$ cat src/rtl/teclado_matricial_scan.sv
// 4x4 active-low keypad scanner: column strobing, row synchronisation, press/release debounce.
// Emits one key code and a single-cycle strobe per accepted press; no auto-repeat.
module teclado_matricial_scan #(
  parameter int unsigned SCAN_DIV     = 1000,
  parameter int unsigned DEBOUNCE_CYC = 200000
) (
  input  logic       clk,
  input  logic       rst_n,
  input  logic [3:0] fila,
  output logic [3:0] columna,
  output logic [4:0] digito,
  output logic       cambio_digito,
  output logic       tecla_presionada
);

  localparam int unsigned SlotW = $clog2(SCAN_DIV);
  localparam int unsigned CntW  = $clog2(DEBOUNCE_CYC + 1);
  localparam logic [SlotW-1:0] SlotLast = SlotW'(SCAN_DIV - 1);
  localparam logic [CntW-1:0]  CntLast  = CntW'(DEBOUNCE_CYC - 1);
  localparam logic [4:0]       CodeNone = 5'd16;

  typedef enum logic [1:0] {StScan, StDebPress, StHeld, StDebRelease} state_e;

  state_e           state_q, state_d;
  logic [1:0]       col_q, col_d;
  logic [SlotW-1:0] slot_q, slot_d;
  logic [CntW-1:0]  cnt_q, cnt_d;
  logic [3:0]       pat_q, pat_d;
  logic [4:0]       code_q, code_d;
  logic [4:0]       digito_q, digito_d;
  logic             strobe_q, strobe_d;
  logic             tecla_q, tecla_d;
  logic [3:0]       fila_m_q, fila_s_q;

  logic [1:0] row_idx;
  logic       any_low;

  function automatic logic [4:0] key_code(input logic [1:0] row, input logic [1:0] col);
    logic [4:0] code;
    code = CodeNone;
    case ({row, col})
      4'd0:  code = 5'd1;
      4'd1:  code = 5'd2;
      4'd2:  code = 5'd3;
      4'd3:  code = 5'd10;
      4'd4:  code = 5'd4;
      4'd5:  code = 5'd5;
      4'd6:  code = 5'd6;
      4'd7:  code = 5'd11;
      4'd8:  code = 5'd7;
      4'd9:  code = 5'd8;
      4'd10: code = 5'd9;
      4'd11: code = 5'd12;
      4'd12: code = 5'd14;
      4'd13: code = 5'd0;
      4'd14: code = 5'd15;
      4'd15: code = 5'd13;
      default: code = CodeNone;
    endcase
    return code;
  endfunction

  // Lowest-numbered low row wins when several rows are pulled down together.
  always_comb begin
    row_idx = 2'd0;
    any_low = ~&fila_s_q;
    if (!fila_s_q[0])      row_idx = 2'd0;
    else if (!fila_s_q[1]) row_idx = 2'd1;
    else if (!fila_s_q[2]) row_idx = 2'd2;
    else if (!fila_s_q[3]) row_idx = 2'd3;
  end

  always_comb begin
    state_d  = state_q;
    col_d    = col_q;
    slot_d   = slot_q;
    cnt_d    = cnt_q;
    pat_d    = pat_q;
    code_d   = code_q;
    digito_d = digito_q;
    strobe_d = 1'b0;
    tecla_d  = tecla_q;
    unique case (state_q)
      StScan: begin
        if (slot_q == SlotLast) begin
          slot_d = '0;
          if (any_low) begin
            pat_d   = fila_s_q;
            code_d  = key_code(row_idx, col_q);
            cnt_d   = '0;
            state_d = StDebPress;
          end else begin
            col_d = col_q + 2'd1;
          end
        end else begin
          slot_d = slot_q + SlotW'(1);
        end
      end
      StDebPress: begin
        if (fila_s_q != pat_q) begin
          state_d = StScan;
          col_d   = col_q + 2'd1;
          slot_d  = '0;
          cnt_d   = '0;
        end else if (cnt_q == CntLast) begin
          digito_d = code_q;
          strobe_d = 1'b1;
          tecla_d  = 1'b1;
          cnt_d    = '0;
          state_d  = StHeld;
        end else begin
          cnt_d = cnt_q + CntW'(1);
        end
      end
      StHeld: begin
        if (fila_s_q == 4'hF) begin
          cnt_d   = '0;
          state_d = StDebRelease;
        end
      end
      StDebRelease: begin
        if (fila_s_q != 4'hF) begin
          cnt_d   = '0;
          state_d = StHeld;
        end else if (cnt_q == CntLast) begin
          tecla_d = 1'b0;
          cnt_d   = '0;
          col_d   = col_q + 2'd1;
          slot_d  = '0;
          state_d = StScan;
        end else begin
          cnt_d = cnt_q + CntW'(1);
        end
      end
      default: state_d = StScan;
    endcase
  end

  always_ff @(posedge clk) begin
    if (!rst_n) begin
      state_q  <= StScan;
      col_q    <= 2'd0;
      slot_q   <= '0;
      cnt_q    <= '0;
      pat_q    <= 4'hF;
      code_q   <= CodeNone;
      digito_q <= CodeNone;
      strobe_q <= 1'b0;
      tecla_q  <= 1'b0;
      fila_m_q <= 4'hF;
      fila_s_q <= 4'hF;
    end else begin
      state_q  <= state_d;
      col_q    <= col_d;
      slot_q   <= slot_d;
      cnt_q    <= cnt_d;
      pat_q    <= pat_d;
      code_q   <= code_d;
      digito_q <= digito_d;
      strobe_q <= strobe_d;
      tecla_q  <= tecla_d;
      fila_m_q <= fila;
      fila_s_q <= fila_m_q;
    end
  end

  assign columna          = ~(4'b0001 << col_q);
  assign digito           = digito_q;
  assign cambio_digito    = strobe_q;
  assign tecla_presionada = tecla_q;

endmodule
$ cat config.mk
export PLATFORM = sky130hd
export DESIGN_NAME = teclado_matricial_scan
export DESIGN_NICKNAME = d
export VERILOG_FILES = /design/src/rtl/teclado_matricial_scan.sv
export SDC_FILE = /design/constraint.sdc
export NUM_CORES = 1
export LEC_CHECK = 0
export ABC_AREA = 1
export CAP_MARGIN = 40
export CORE_MARGIN = 2
export CORE_UTILIZATION = 45
export DETAILED_ROUTE_END_ITERATION = 10
export GPL_ROUTABILITY_DRIVEN = 0
export PLACE_DENSITY = 0.72
export SETUP_SLACK_MARGIN = 0.1
export SLEW_MARGIN = 20
export SYNTH_ARGS = -nofsm -noshare
export SYNTH_HDL_FRONTEND = slang
export SYNTH_SLANG_ARGS = --single-unit
$ cat constraint.sdc
create_clock -name clk -period 2.1 [get_ports clk]
set_input_delay 0.42 -clock clk [delete_from_list [all_inputs] [get_ports clk]]
set_output_delay 0.42 -clock clk [all_outputs]
set_load 0.005 [all_outputs]
; Yosys cells after proc, flatten, opt, wreduce, memory -nomap -nowiden
; Memory sizes are Yosys's and may differ from the RTL's. A register that Yosys moved wholly into a read port is not among the register bits.
; Index checks and enable logic that the tools add are counted.
; Widths: inputs -> output; s select.
[totals]
mem_count = 1
input_bits = 6
elab_cells = 89
mem_bits_ro = 64
ff_bits = 56
output_inout_bits = 11
[classes]
addsub = 3
n_shift = 1
n_reduce_logical = 13
n_bitwise = 5
eq_ne = 19
muxes = 36
[memory_table]
columns = memory, words, word_bits, rd, rd_clocked_by_memory_dff, wr, line_no
row1 = (name not given), 16, 4, 1, 1, 0, 41  ; case ({row, col})
[op_table]
columns = cell, n
row1 = $mux 18, 6
row2 = $pmux 18 s4, 1
row3 = $mux 10, 4
row4 = $mux 2, 16
row5 = $pmux 10 s3, 1
row6 = $add 18x1->18 const B, 1
row7 = $eq 18x18->1 const B, 1
row8 = $ne 2x2->1 const B, 9
row9 = $add 10x1->10 const B, 1
row10 = $eq 10x10->1 const B, 1
row11 = $reduce_and 5->1, 2
row12 = $reduce_and 3->1, 3
row13 = $pmux 2 s4, 1
row14 = $reduce_and 4->1, 2
row15 = $ne 3x3->1 const B, 2
row16 = $pmux 2 s3, 1
row17 = $reduce_and 6->1, 1
row18 = $mux 1, 5
row19 = $eq 2x2->1 const B, 2
row20 = $eq 4x4->1 const B, 1
row21 = $ne 4x4->1, 1
row22 = $ne 4x4->1 const B, 1
row23 = $not 1->1, 4
row24 = $not 4->4, 1
row25 = 9 further kinds, 9

; Depth between registers and ports, before layout
[depth]
depth_word = 4
ltp_mapped = 12

; Worst setup path before layout
; OpenSTA, ideal clock, no wires.
[synth_path]
kind = register to register
start = register slot_q[0]
end = register cnt_q[3]
slack_ps = 505
stages_incl_launch_ff = 12
arrival_ps = 1478
required_ps = 1983
path_buffers = 1
period_less_slack_ps = 1595
path_cell_list = dfxtp_1 -> ha_1 -> nand2_2 -> nor2_1 -> nand2_1 -> nand2_2 -> nand2_4 -> inv_4 -> buf_8 -> nand2_2 -> xor2_1 -> nor2_2
[synth_between]
elab_chain_len = 3
[synth_rtl]
columns = element, line_no
row1 = from (decl), 26  ; logic [SlotW-1:0] slot_q, slot_d;
row2 = from (signal assigned), 155  ; slot_q <= slot_d;
row3 = $eq 10x10->1, 85  ; if (slot_q == SlotLast) begin
row4 = $ne 2x2->1 (no line), --
row5 = $reduce_and 3->1 (no line), --
row6 = to (signal assigned), 156  ; cnt_q <= cnt_d;
row7 = to (decl), 27  ; logic [CntW-1:0] cnt_q, cnt_d;
; Every way passes these cells.
; A chain may end at the register's enable or synchronous reset.

; Final worst setup path
[layout_path]
start = register col_q[1]
end = output port columna[1]
[layout_between]
elab_chain_len = 2
[layout_rtl]
columns = element, line_no
row1 = from (decl), 25  ; logic [1:0] col_q, col_d;
row2 = from (signal assigned), 154  ; col_q <= col_d;
row3 = $shl 1x2->4, 167  ; assign columna = ~(4'b0001 << col_q);
row4 = $not 4->4, 167
row5 = to (decl), 10  ; output logic [3:0] columna,
; Every way passes these cells.

==> results.yml <==
synth:
  ys_seq_area_share_pct: 35.03
  yosysWarnings: 0
  synth_flop_cell: "dfxtp_1"
  synth.distinct_cells: 37
  ys_seq_elements: 56
  synth_area_sq_mm: 0.003201
  synth_area_leaders: "dfxtp_1, nand2_1, nor2_1"
  synth_edf_count: 0
  syn_area_per_cell_sq_um: 6.505
  synth_nets: 506
  synth_top_area_cell: "dfxtp_1"
  synthesis.instances: 492
  synth_top_cell_area_share_pct: 35.03
  async_reset_ff_share_pct: 0
timing:
  rsz0062_at_grt: "yes"
  worstMarginPinSlew_ps: 673.4
  tns_ps: 0
  min_period_ps: 1910
  fin_hold_ws_ps: 418.9
  max_freq_ghz: 0.5237
  hold_viol: 0
  clock_skew_ps: 7.425
  maxSlewViolCount: 0
  period_share_pct: 90.93
  maxSlewHeadroom_pct: 55.05
  worst_slack_ps: 190.4
  setup_viol: 0
finish:
  final_nets: 522
  drive_gt1_share_pct: 10.02
  antenna_cells: 0
  final_common_cell: "nand2_1"
  area_growth_pct: 11.06
  most-common-layout-cells: "nand2_1, nor2_1, inv_1"
global_routing:
  grt_util_met2_pct: 32.06
  grtUsageTotal_pct: 19.82
  grt_max_degree: 26
  grt_pass1_wl_mm: 12.26
  antenna_found_initial: 0
  use_met1_pct: 26.23
  grt.overflow.total: 0
  grt_pass1_vias: 2822
  grtUsageMet3_pct: 4.664
  grt.busiest_layer: "met2"
detailed_routing:
  initialDrtViolationCount: 137
  vias_per_cell: 4.995
  wirelength_mm: 7.141
  num_vias: 3022
  drc: 0
  routedWlPerCell_microns: 11.80
  drtAntennaViolNets: 0
  firstDrtPassIters: 5
clocking:
  root_buffer: "clkbuf_8"
  max-clock-path-buffers: 2
  cts_hold_buffers: 0
  h-tree-depth: 2
  cts_tree: "done"
  post_cts_buffers: 0
  cts-resized-gates: 4
  numCtsBuffers: 5
  clock_latency_ps: 310
  path_clk_slew_ps: 100
  clock-sinks: 56
place:
  portBuffers: 16
  pre_cts_ws_ps: 190.3
  dp_hpwl_mm: 5.350
power_and_ir_drop:
  p_int_mw: 1.377
  swShare_pct: 23.08
  pwr-share-clk_pct: 34.0
  cellLeakagePower_nw: 1.601
  vdd_drop_max_mv: 0.3906
  combPwrFrac_pct: 5.4
  p_per_area_mw_per_mm2: 503.5
  power_frac_seq_pct: 60.6
  switchingPower_mw: 0.4131
setup_path:
  crit_type: "reg2out"
  crit_fanout: 5
  critPathLaunch: "col_q[1]$_SDFFE_PN0P_"
  cp.required_ps: 1680
  arrival_ps: 1490
  cp-end-kind: "output port"
  critPathLaunchType: "flop"
  rr_startpoint: "slot_q[1]$_SDFFE_PN0P_"
floorplanning:
  num_rows: 30
  chipWidth_microns: 88.34
  die_h_microns: 88.34
  start_util_pct: 46.85
  pin_count: 17
  die_area_sq_mm: 0.007803
  coreArea_sq_mm: 0.006832
run_status:
  status: "complete, no violations"
job:
  max_cap_violations: 0
hold_path:
  hp-class: "reg2reg"
  holdCritStartpoint: "fila_m_q[0]$_SDFF_PN1_"
-- metrics by stage --
stage	power, mW	util [%]	instances	cell area (sq um)
2_1_floorplan	1.177	-	492	3201
3_3_place_gp	1.203	50.31	597	3437
3_5_place_dp	1.204	50.31	597	3437
4_1_cts	1.810	51.76	605	3536
5_1_grt	1.877	52.03	605	3555
6_report	1.790	52.03	605	3555
-- state kept, by name (all words and copies together) (netlist names) --
| name | count |
|---|---|
| cnt_q | 18 |
| slot_q | 10 |
| code_q | 5 |
| digito | 5 |
| fila_m_q | 4 |
| fila_s_q | 4 |
| pat_q | 4 |
| col_q | 2 |
| state_q | 2 |
| cambio_digito | 1 |
| tecla_presionada | 1 |
-- cell usage after synthesis, types with 2 or more instances --
cell,n
nor2_2,3
o21ai_0,19
o21bai_1,3
o211ai_1,5
a21oi_1,16
buf_2,2
or2_2,8
inv_2,3
nand2_1,121
ha_1,8
nand3_1,34
nor2_1,81
xor2_1,6
nor3_1,2
nand2_2,14
nand4_1,19
clkbuf_1,4
o21ai_1,3
inv_1,68
dfxtp_1,56
-- final timing paths --
path / to / slack (ps) / cells past startpoint
max: columna[1] / 190 / 4
min: fila_s_q[0]$_SDFF_PN1_ / 420 / 1
max reg2reg: cnt_q[5]$_SDFFE_PN0P_ / 270 / 10
min reg2reg: fila_s_q[0]$_SDFF_PN1_ / 420 / 1
-- routing by layer --
layer	vias up	routed length (microns)
met4	0	108
met3	12	312
met5	-	0
met2	85	3161
li1	1579	-
met1	1346	3558
-- final cells by class --
| type | count | area [sq um] |
|---|---|---|
| well taps | 96 | 120.1 |
| fillers | 680 | 3277 |
| clock buffers | 7 | 86.33 |
| clock inverters | 1 | 7.507 |
| inverters | 72 | 272.8 |
| flip-flops and latches | 56 | 1127 |
| repair buffers | 18 | 180.2 |
| multi-input cells | 355 | 1760 |
-- worst max-delay path, cell delays in order (launching register included) --
cell and delay [ps]:
dfxtp_2 370, inv_2 70, ha_1 170, inv_1 60, clkdlybuf4s50_1 500
-- power by group through the flow --
stage / Clock (mW) / Combinational, mW / Sequential, mW
4_1_cts: 0.631 / 0.0957 / 1.08
6_report: 0.609 / 0.0965 / 1.08
2_1_floorplan: 0 / 0.0702 / 1.11
3_5_place_dp: 0 / 0.0952 / 1.11
3_3_place_gp: 0 / 0.0945 / 1.11
5_1_grt: 0.681 / 0.109 / 1.09
-- logic make-up (layout without fill, tap and decap cells) --
logic type      Yosys count  count (layout)  synth area share [%]
compound gates           50              50                 8.835
flops                    56              56                 35.03
fa+ha+maj                 8               8                 3.128
simple gates            290             290                 40.74
buf+inv                  81              98                 10.36
xor+xnor                  7               7                 1.916
No activity file was read; power rests on OpenSTA's default activity.
